--- config.mk ---
export PLATFORM = sky130hd
export DESIGN_NAME = id_ex_stage
export DESIGN_NICKNAME = d
export VERILOG_FILES = /design/src/rtl/id_ex_stage.sv
export SDC_FILE = /design/constraint.sdc
export NUM_CORES = 1
export LEC_CHECK = 0
export ABC_AREA = 1
export CAP_MARGIN = 20
export CORE_MARGIN = 3
export CORE_UTILIZATION = 50
export DETAILED_ROUTE_END_ITERATION = 7
export DONT_BUFFER_PORTS = 1
export GPL_TIMING_DRIVEN = 1
export PLACE_DENSITY = 0.75
export SLEW_MARGIN = 20
export SYNTH_ARGS = -nofsm -noshare
export SYNTH_HDL_FRONTEND = slang
export SYNTH_SLANG_ARGS = --single-unit
--- constraint.sdc ---
create_clock -name clk -period 3.2 [get_ports clk]
set_clock_uncertainty 0.05 [all_clocks]
set_input_delay 0.32 -clock clk [delete_from_list [all_inputs] [get_ports clk]]
set_output_delay 0.32 -clock clk [all_outputs]
set_load 0.05 [all_outputs]
--- src/rtl/id_ex_stage.sv ---
// Decode/issue stage: decodes one RV32I instruction per cycle into ALU operands and
// control, and holds the result in a valid/ready register for the EXE stage.
module id_ex_stage #(
  parameter int XLEN  = 32,
  parameter int CNT_W = 32
) (
  input  logic             clk,
  input  logic             rst_n,
  input  logic             in_valid,
  output logic             in_ready,
  input  logic [31:0]      in_instr,
  input  logic [XLEN-1:0]  in_pc,
  output logic [4:0]       rs1_addr,
  output logic [4:0]       rs2_addr,
  input  logic [XLEN-1:0]  rs1_data,
  input  logic [XLEN-1:0]  rs2_data,
  input  logic             flush,
  output logic             out_valid,
  input  logic             out_ready,
  output logic [XLEN-1:0]  alu_a,
  output logic [XLEN-1:0]  alu_b,
  output logic [4:0]       alu_ctrl,
  output logic [4:0]       rd,
  output logic             reg_we,
  output logic             is_branch,
  output logic [2:0]       br_funct3,
  output logic [XLEN-1:0]  st_data,
  output logic             mem_rd,
  output logic             mem_wr,
  output logic             illegal,
  output logic [CNT_W-1:0] issue_cnt
);

  typedef enum logic [4:0] {
    ALU_ADD  = 5'd0,
    ALU_SUB  = 5'd1,
    ALU_AND  = 5'd2,
    ALU_OR   = 5'd3,
    ALU_XOR  = 5'd4,
    ALU_SLL  = 5'd5,
    ALU_SRL  = 5'd6,
    ALU_SRA  = 5'd7,
    ALU_SLT  = 5'd8,
    ALU_SLTU = 5'd9
  } alu_op_e;

  localparam logic [6:0] OPC_OP     = 7'b0110011;
  localparam logic [6:0] OPC_OP_IMM = 7'b0010011;
  localparam logic [6:0] OPC_LUI    = 7'b0110111;
  localparam logic [6:0] OPC_AUIPC  = 7'b0010111;
  localparam logic [6:0] OPC_LOAD   = 7'b0000011;
  localparam logic [6:0] OPC_STORE  = 7'b0100011;
  localparam logic [6:0] OPC_BRANCH = 7'b1100011;
  localparam logic [6:0] OPC_JAL    = 7'b1101111;
  localparam logic [6:0] OPC_JALR   = 7'b1100111;

  logic [6:0]      opcode;
  logic [2:0]      funct3;
  logic [6:0]      funct7;
  logic [XLEN-1:0] imm_i, imm_s, imm_u, shamt;
  logic            accept;

  logic [XLEN-1:0] d_a, d_b, d_st;
  alu_op_e         d_ctrl;
  logic            d_we, d_mrd, d_mwr, d_br, d_ill;
  logic [2:0]      d_bf3;

  assign opcode   = in_instr[6:0];
  assign funct3   = in_instr[14:12];
  assign funct7   = in_instr[31:25];
  assign rs1_addr = in_instr[19:15];
  assign rs2_addr = in_instr[24:20];

  assign imm_i = XLEN'($signed(in_instr[31:20]));
  assign imm_s = XLEN'($signed({in_instr[31:25], in_instr[11:7]}));
  assign imm_u = XLEN'($signed({in_instr[31:12], 12'b0}));
  assign shamt = XLEN'(in_instr[24:20]);

  assign in_ready = !out_valid || out_ready;
  assign accept   = in_valid && in_ready && !flush;

  always_comb begin
    d_a    = '0;
    d_b    = '0;
    d_st   = '0;
    d_ctrl = ALU_ADD;
    d_we   = 1'b0;
    d_mrd  = 1'b0;
    d_mwr  = 1'b0;
    d_br   = 1'b0;
    d_bf3  = 3'b000;
    d_ill  = 1'b0;
    case (opcode)
      OPC_OP: begin
        d_a  = rs1_data;
        d_b  = rs2_data;
        d_we = 1'b1;
        case (funct3)
          3'b000: begin
            if (funct7 == 7'b0100000) d_ctrl = ALU_SUB;
            else d_ill = (funct7 != 7'b0000000);
          end
          3'b001: begin d_ctrl = ALU_SLL;  d_ill = (funct7 != 7'b0000000); end
          3'b010: begin d_ctrl = ALU_SLT;  d_ill = (funct7 != 7'b0000000); end
          3'b011: begin d_ctrl = ALU_SLTU; d_ill = (funct7 != 7'b0000000); end
          3'b100: begin d_ctrl = ALU_XOR;  d_ill = (funct7 != 7'b0000000); end
          3'b101: begin
            if (funct7 == 7'b0100000) d_ctrl = ALU_SRA;
            else begin
              d_ctrl = ALU_SRL;
              d_ill  = (funct7 != 7'b0000000);
            end
          end
          3'b110: begin d_ctrl = ALU_OR;  d_ill = (funct7 != 7'b0000000); end
          default: begin d_ctrl = ALU_AND; d_ill = (funct7 != 7'b0000000); end
        endcase
      end
      OPC_OP_IMM: begin
        d_a  = rs1_data;
        d_b  = imm_i;
        d_we = 1'b1;
        case (funct3)
          3'b000: d_ctrl = ALU_ADD;
          3'b001: begin
            d_ctrl = ALU_SLL;
            d_b    = shamt;
            d_ill  = (funct7 != 7'b0000000);
          end
          3'b010: d_ctrl = ALU_SLT;
          3'b011: d_ctrl = ALU_SLTU;
          3'b100: d_ctrl = ALU_XOR;
          3'b101: begin
            d_b = shamt;
            if (funct7 == 7'b0100000) d_ctrl = ALU_SRA;
            else begin
              d_ctrl = ALU_SRL;
              d_ill  = (funct7 != 7'b0000000);
            end
          end
          3'b110: d_ctrl = ALU_OR;
          default: d_ctrl = ALU_AND;
        endcase
      end
      OPC_LUI: begin
        d_b  = imm_u;
        d_we = 1'b1;
      end
      OPC_AUIPC: begin
        d_a  = in_pc;
        d_b  = imm_u;
        d_we = 1'b1;
      end
      OPC_LOAD: begin
        d_a   = rs1_data;
        d_b   = imm_i;
        d_we  = 1'b1;
        d_mrd = 1'b1;
      end
      OPC_STORE: begin
        d_a   = rs1_data;
        d_b   = imm_s;
        d_mwr = 1'b1;
        d_st  = rs2_data;
      end
      OPC_BRANCH: begin
        d_a    = rs1_data;
        d_b    = rs2_data;
        d_ctrl = ALU_SUB;
        d_br   = 1'b1;
        d_bf3  = funct3;
        d_ill  = (funct3 == 3'b010) || (funct3 == 3'b011);
      end
      OPC_JAL, OPC_JALR: begin
        d_a  = in_pc;
        d_b  = XLEN'(4);
        d_we = 1'b1;
      end
      default: d_ill = 1'b1;
    endcase

    // An illegal op travels down the pipe as an inert ADD 0+0 with no side effects.
    if (d_ill) begin
      d_a    = '0;
      d_b    = '0;
      d_st   = '0;
      d_ctrl = ALU_ADD;
      d_we   = 1'b0;
      d_mrd  = 1'b0;
      d_mwr  = 1'b0;
      d_br   = 1'b0;
      d_bf3  = 3'b000;
    end
    if (in_instr[11:7] == 5'd0) d_we = 1'b0;
  end

  // Flush beats load and hold; a flushed op never counts as issued.
  always_ff @(posedge clk or negedge rst_n) begin
    if (!rst_n) begin
      out_valid <= 1'b0;
      alu_a     <= '0;
      alu_b     <= '0;
      alu_ctrl  <= 5'd0;
      rd        <= 5'd0;
      reg_we    <= 1'b0;
      is_branch <= 1'b0;
      br_funct3 <= 3'b000;
      st_data   <= '0;
      mem_rd    <= 1'b0;
      mem_wr    <= 1'b0;
      illegal   <= 1'b0;
      issue_cnt <= '0;
    end else begin
      if (out_valid && out_ready && !flush) issue_cnt <= issue_cnt + CNT_W'(1);
      if (flush) begin
        out_valid <= 1'b0;
      end else if (accept) begin
        out_valid <= 1'b1;
        alu_a     <= d_a;
        alu_b     <= d_b;
        alu_ctrl  <= d_ctrl;
        rd        <= in_instr[11:7];
        reg_we    <= d_we;
        is_branch <= d_br;
        br_funct3 <= d_bf3;
        st_data   <= d_st;
        mem_rd    <= d_mrd;
        mem_wr    <= d_mwr;
        illegal   <= d_ill;
      end else if (out_ready) begin
        out_valid <= 1'b0;
      end
    end
  end

endmodule

==> summary.md <==
| Metric | Value |
|---|---|
| Initial antenna violation count | 0 |
| Sequential fraction of the synthesis area | 50.2% |
| RSZ-0062 raised after global routing | false |
| M1 GR Usage | 32.0% |
| Maxcap violations | 0 |
| Final HPWL DP | about 15000 µm |
| Fin crit share | 82.8% |
| Most common cell on crit path | inv_1 |
| WHS | -0.455 ns |
| CTS HTree Levels | 4 |
| Pin count of the biggest net entering global routing | 147 |
| Layout Utilization | between 50 and 60% |
| GRT Residual Overflow | 0 |
| Core area | 0.0140 mm² |
| Place WS | 0.591 ns |
| Setup ws final | 0.552 ns |
| Combinational Power Share | 7.2% |
| Failing checks | negative hold slack |
| CTS buffer count | 17 |
| I/O pins | 291 |
| Crit-path max cell delay | between 0.4 and 0.5 ns |
| Slew margin rel. | 49.8% |
| Root Buffer | clkbuf_16 |
| Gr busiest metal | met2 |
| Switch share | 25.2% |
| WS Path Type | flop to flop |
| Main combinational cell family by area after synthesis | simple AND/OR/NAND/NOR gates |
| Clock sink count | 146 |
| Flop pwr share | 44.6% |
| Power density over cell area | 562 mW/mm² |
| CTS Buffer Depth | 2 |
| Ys Warns | 0 |
| Area Overhead vs Synth | 11.8% |
| Die Wd | 127 µm |
| Row cnt | between 40 and 50 |
| DRT Pass-1 Iters | 5 |
| Max-slew violations | 0 |
| Diode count | 0 |
| Crit-path max FO | 33 |
| First-pass GRT wire length | 32100 µm |
| Worst-path cell chain | buf_4 -> inv_1 -> nor2_1 -> inv_1 -> nand3_4 -> inv_1 -> nand4_1 -> buf_4 -> o21ai_0 |
| Most frequent cells in the layout | 472 x nand2_1, 146 x dfrtp_1, 78 x inv_1 |
| Layout cells sized above 1 | 5.36% |
| Clk pwr share | 48.2% |
| Worst-path clk slew | 0.06 ns |
| Post-route ant nets | 0 |
| WL final | 20300 µm |
| Total track usage | 25.1% |
| Post-Synth XOR/XNOR Area | 2.65% |
| Post-synthesis adder-cell area fraction | less than 1% |
| Outcome | complete, but fails checks |
| Slew @ Worst Pin | 0.752 ns |
| Arr. time, crit path | between 2 and 3 ns |
| Setup tns final | 0 ns |
| M3 GR Usage | under 10% |
| Final Hold Vio Count | 146 |
| Internal power | 3420 µW |
| Hold buffer count at cts | 8 |
| Pwr Total | between 4000 and 5000 µW |
| Fin crit period | 2.65 ns |
| Avg Inst Size Synth | 7.40 µm² |
| Worst-Skew Late Latency | 0.42 ns |
| Mapped Cells | 983 |
| Post-synthesis net count | 1117 |
| Dpl cells | 1128 |
| CTS tree | done |
| Gpl congestion | 0.890 |
| IR drop worst, VDD | 0.404 mV |
| Post-CTS setup buffer count | 0 |
| Nets | 1110 |
| Synthesized cell area | 0.00727 mm² |
| Mux contribution to synthesized area | 0% |
| Avg WL per Cell | 17.3 µm |
| Critical Path RT | 3.47 ns |
| Switching power total | 1150 µW |
| Leak pwr | 0.00428 µW |
| Vias per inst | 5.40 |
| DRC | 0 |
| Initial Util | 51.8% |
| Vias in the first global route | 5922 |
| Library cells used by synthesis | 31 |
| Worst setup EP type | flop |
| Die ar. | 0.0160 mm² |
| Finish-stage setup viols | 0 |
| Via count | 6311 |
| Post-cts resize count | 0 |
| Synth Area in Compound Gates | 6.98% |
| GR met2 Demand/Resource | 38.7% |
| Max Fclk | 378 MHz |
| Die H | 127 µm |
| Fin cells | 1169 |
| Commonest non-fill, non-tap cell in the layout | nand2_1 |
| Min-delay worst type | input pin to async pin |
| Seq cells post-synth | around 150 |
| CP max-delay cell | nand3_4 |
| Number of DRC markers in iteration 0 | about 440 |
| Startpoint Class | flop |
| I/O Buffers | 0 |
| Synth Area in Simple Gates | 32.4% |
-- final timing paths --
path                              startpoint             to  slack, ns  cells past startpoint
worst max-delay path               out_valid    st_data[13]       0.55                      9
worst min-delay path                   rst_n    st_data[18]      -0.46                      0
worst max register to register     out_valid    st_data[13]       0.55                      9
worst min register to register  issue_cnt[5]   issue_cnt[5]       0.64                      2
max in group asynchronous              rst_n  issue_cnt[29]       3.33                      0
min in group clk                 rs2_data[8]     st_data[8]       0.02                      2
-- layer usage --
layer,up-vias,share of wire (%)
li1,3037,-
met1,2944,40
met2,290,46
met3,40,11
met4,0,3.0
met5,-,0
-- state kept, by name (all words and copies together) (netlist names) --
name       flops
alu_a         32
alu_b         32
alu_ctrl       4
br_funct3      3
illegal        1
is_branch      1
issue_cnt     32
mem_rd         1
mem_wr         1
out_valid      1
rd             5
reg_we         1
st_data       32
-- metrics by stage --
stage	hold WS (ns)	instance area (µm²)
global placement	-0.0208	7380
detailed placement	-0.0206	7380
global route	-0.477	8130
floorplan	-0.0256	7270
finish	-0.455	8130
CTS	-0.475	8120
-- final cells by class --
type	instances	area, µm²
clock buffer	21	460
clock inverter	11	198
tap	180	225
sequential	146	3650
inverter	80	300
timing repair buffer	23	196
fill	1276	5910
multi-input combinational	708	3100
-- cell families after synthesis --
kind of cell,Yosys count
AND/OR/NAND/NOR,598
XOR/XNOR,22
other,1
adder cells (fa/ha/maj),1
AO/OA/AOI/OAI,86
flip-flops,146
buffers and inverters,129
-- cells in the mapped netlist, drive strengths merged --
cell type / count / share of area (%)
nor2: 61 / 3.3
a21oi: 4 / 0.33
clkbuf: 26 / 1.3
nor4: 2 / 0.17
nor3: 16 / 1.1
nand2: 472 / 24
a211oi: 1 / 0.10
buf: 23 / 2.1
ha: 1 / 0.17
inv: 80 / 4.1
xor2: 17 / 2.0
o31ai: 1 / 0.10
a21o: 1 / 0.10
o211ai: 24 / 2.5
and2: 1 / 0.086
conb: 1 / 0.052
nand3: 34 / 2.3
nand3b: 2 / 0.21
a21boi: 1 / 0.10
o21ai: 54 / 3.8
xnor2: 5 / 0.60
and3: 1 / 0.086
dfrtp: 146 / 50
nand4: 9 / 0.77
-- power groups by stage --
stage	Combinational, µW	Sequential (µW)	Clock (µW)
floorplan	181	2140	0
global placement	314	2070	0
detailed placement	316	2070	0
CTS	328	2040	2240
global route	362	2040	2310
finish	329	2040	2200
-- worst max-delay path: cells and delay by family, from the launching register on --
family                 cells  cell delay (ns)
buffers and inverters      5             1.26
DFF                        1             0.35
AOI/OAI and AO/OA          1             0.22
and+or+nand+nor            3             0.64
No activity file was read; power rests on OpenSTA's default activity.
==> patch, RTL diff (config.mk and constraints unchanged) <==
`XLEN`: 32 -> 24.
--- a/src/rtl/id_ex_stage.sv
+++ b/src/rtl/id_ex_stage.sv
@@ -2,5 +2,5 @@
 // control, and holds the result in a valid/ready register for the EXE stage.
 module id_ex_stage #(
-  parameter int XLEN  = 32,
+  parameter int XLEN  = 24,
   parameter int CNT_W = 32
 ) (
Interface: changed (6 resized); port bits go from 291 to 243. No check against the original RTL was run, so the function may have changed too.
==> patch against the original RTL <==
  * Count of clock-buffer cells in the layout rose by 4
  * Synthesized cell count shrank 18%
  * Die area fell by 15%
  * Total power decreased by 21%
  * Combinational power fell by 39%
  * Sequential cell count down 24
  * Area after synthesis shrank 16%
  * Maximum frequency fell by 4.4%
  * Setup slack got worse by 120 ps
  * Largest cell class unchanged
  * Global-route usage fell by 1.6 points
  * Routed wire length is 20% lower
  * Design area decreased by 17%
==> patch: results (changes against the original RTL) <==
stage	metric	value	unit	change
drt	initial drt markers	289		-35%
final_layout	share of cells above drive strength 1	5.025	%	-0.33 points
power	P_leak	3.662	nW	-14%
final_layout	Non-clk invs	69		-14%
final_layout	Layout clock area frac	7.308	%	-0.78 points
drt	met3 wire len	1.599	mm	-28%
final_layout	Repair and plain buffers	17		-26%
final_layout	proportion of final cell area spent on non-clock buffers	2.805	%	+0.39 points
yosys	sequential share of the synthesized area	49.74	%	-0.50 points
worst_setup_path	library cell contributing the largest single delay on the critical path	sky130_fd_sc_hd__nand3_1		
place	placed cell count	917		-19%
yosys	synth top area cells	sky130_fd_sc_hd__dfrtp_1, sky130_fd_sc_hd__nand2_1, sky130_fd_sc_hd__inv_1		
grt	vias in the first global route	4915		-17%
place	routability cong.	0.8573		-3.6%
grt	GRT Util Overall	23.51	%	-1.6 points
power	maximum ir drop on the vdd rail	315.0	uV	-22%
final_layout	final cell area excluding filler cells	6780	sq um	-17%
worst_setup_path	Crit path max-delay family	simple AND/OR/NAND/NOR gates		
drt	DR WL met2	7.777	mm	-17%
clocking	clk sinks	122		-16%
worst_setup_path	max incr delay on CP	670	ps	+210 ps
drt	overall via count from detail_route	5163		-18%
grt	grt met2 use	37.39	%	-1.3 points
power	power in sequential cells	1.80	mW	-12%
power	share of total power consumed by net switching	26.61	%	+1.4 points
drt	DR vias/cell	5.384		-0.28%
timing	hold_ws	18.72	ps	+474.0 ps
grt	global-route wire length before repair	24.71	mm	-23%
final_layout	count of filler cells inserted in the layout	1073		-16%
yosys	synthesized instance count	807		-18%
yosys	Net Count, Synth	917		-18%
worst_setup_path	slack of the worst reg-to-reg path	430	ps	-120 ps
worst_setup_path	maximum net fanout on the critical path	25		-24%
grt	GRT met1 Usage	28.68	%	-3.3 points
drt	wire length reported by the detailed router	16.12	mm	-20%
final_layout	sequential share of cell area	45.03	%	+0.11 points
run_status	run status	finished clean		
grt	antenna violations before repair	1		+1
die	row count	39		-9.3%
place	HPWL after DPL	11.43	mm	-21%
yosys	Unique masters post-synth	32		+3.2%
timing	slew at the pin with the worst max-slew slack	940.0	ps	+188.2 ps
timing	top achievable clock speed	0.3611	GHz	-4.4%
place	placed instance area	6137	sq um	-17%
final_layout	number of clock buffers in the layout	25		+19%
power	ratio of total power to cell area	535.1	nW/um^2	-4.7%
==> patch: logic make-up (layout without fill, tap and decap cells) <==
family	after synthesis	in the layout	synth area share, %
AND/OR/NAND/NOR	484	484	31.90
flip-flops	122	122	49.74
buffers and inverters	106	115	7.848
AO/OA/AOI/OAI	65	65	6.258
XOR/XNOR	28	28	3.995
adder cells (fa/ha/maj)	1	1	0.2038
other	1	1	0.06109
==> patch: worst paths after layout <==
path | start | endpoint | cells after the start
setup / recovery | out_valid$_DFFE_PN0P_ | st_data[12]$_DFFE_PN0P_ | 7
hold / removal | rs2_data[20] | st_data[20]$_DFFE_PN0P_ | 2
setup reg to reg | out_valid$_DFFE_PN0P_ | st_data[12]$_DFFE_PN0P_ | 7
hold reg to reg | alu_a[5]$_DFFE_PN0P_ | alu_a[5]$_DFFE_PN0P_ | 2
max in group asynchronous | rst_n | alu_a[12]$_DFFE_PN0P_ | 2
min in group asynchronous | rst_n | st_data[14]$_DFFE_PN0P_ | 2
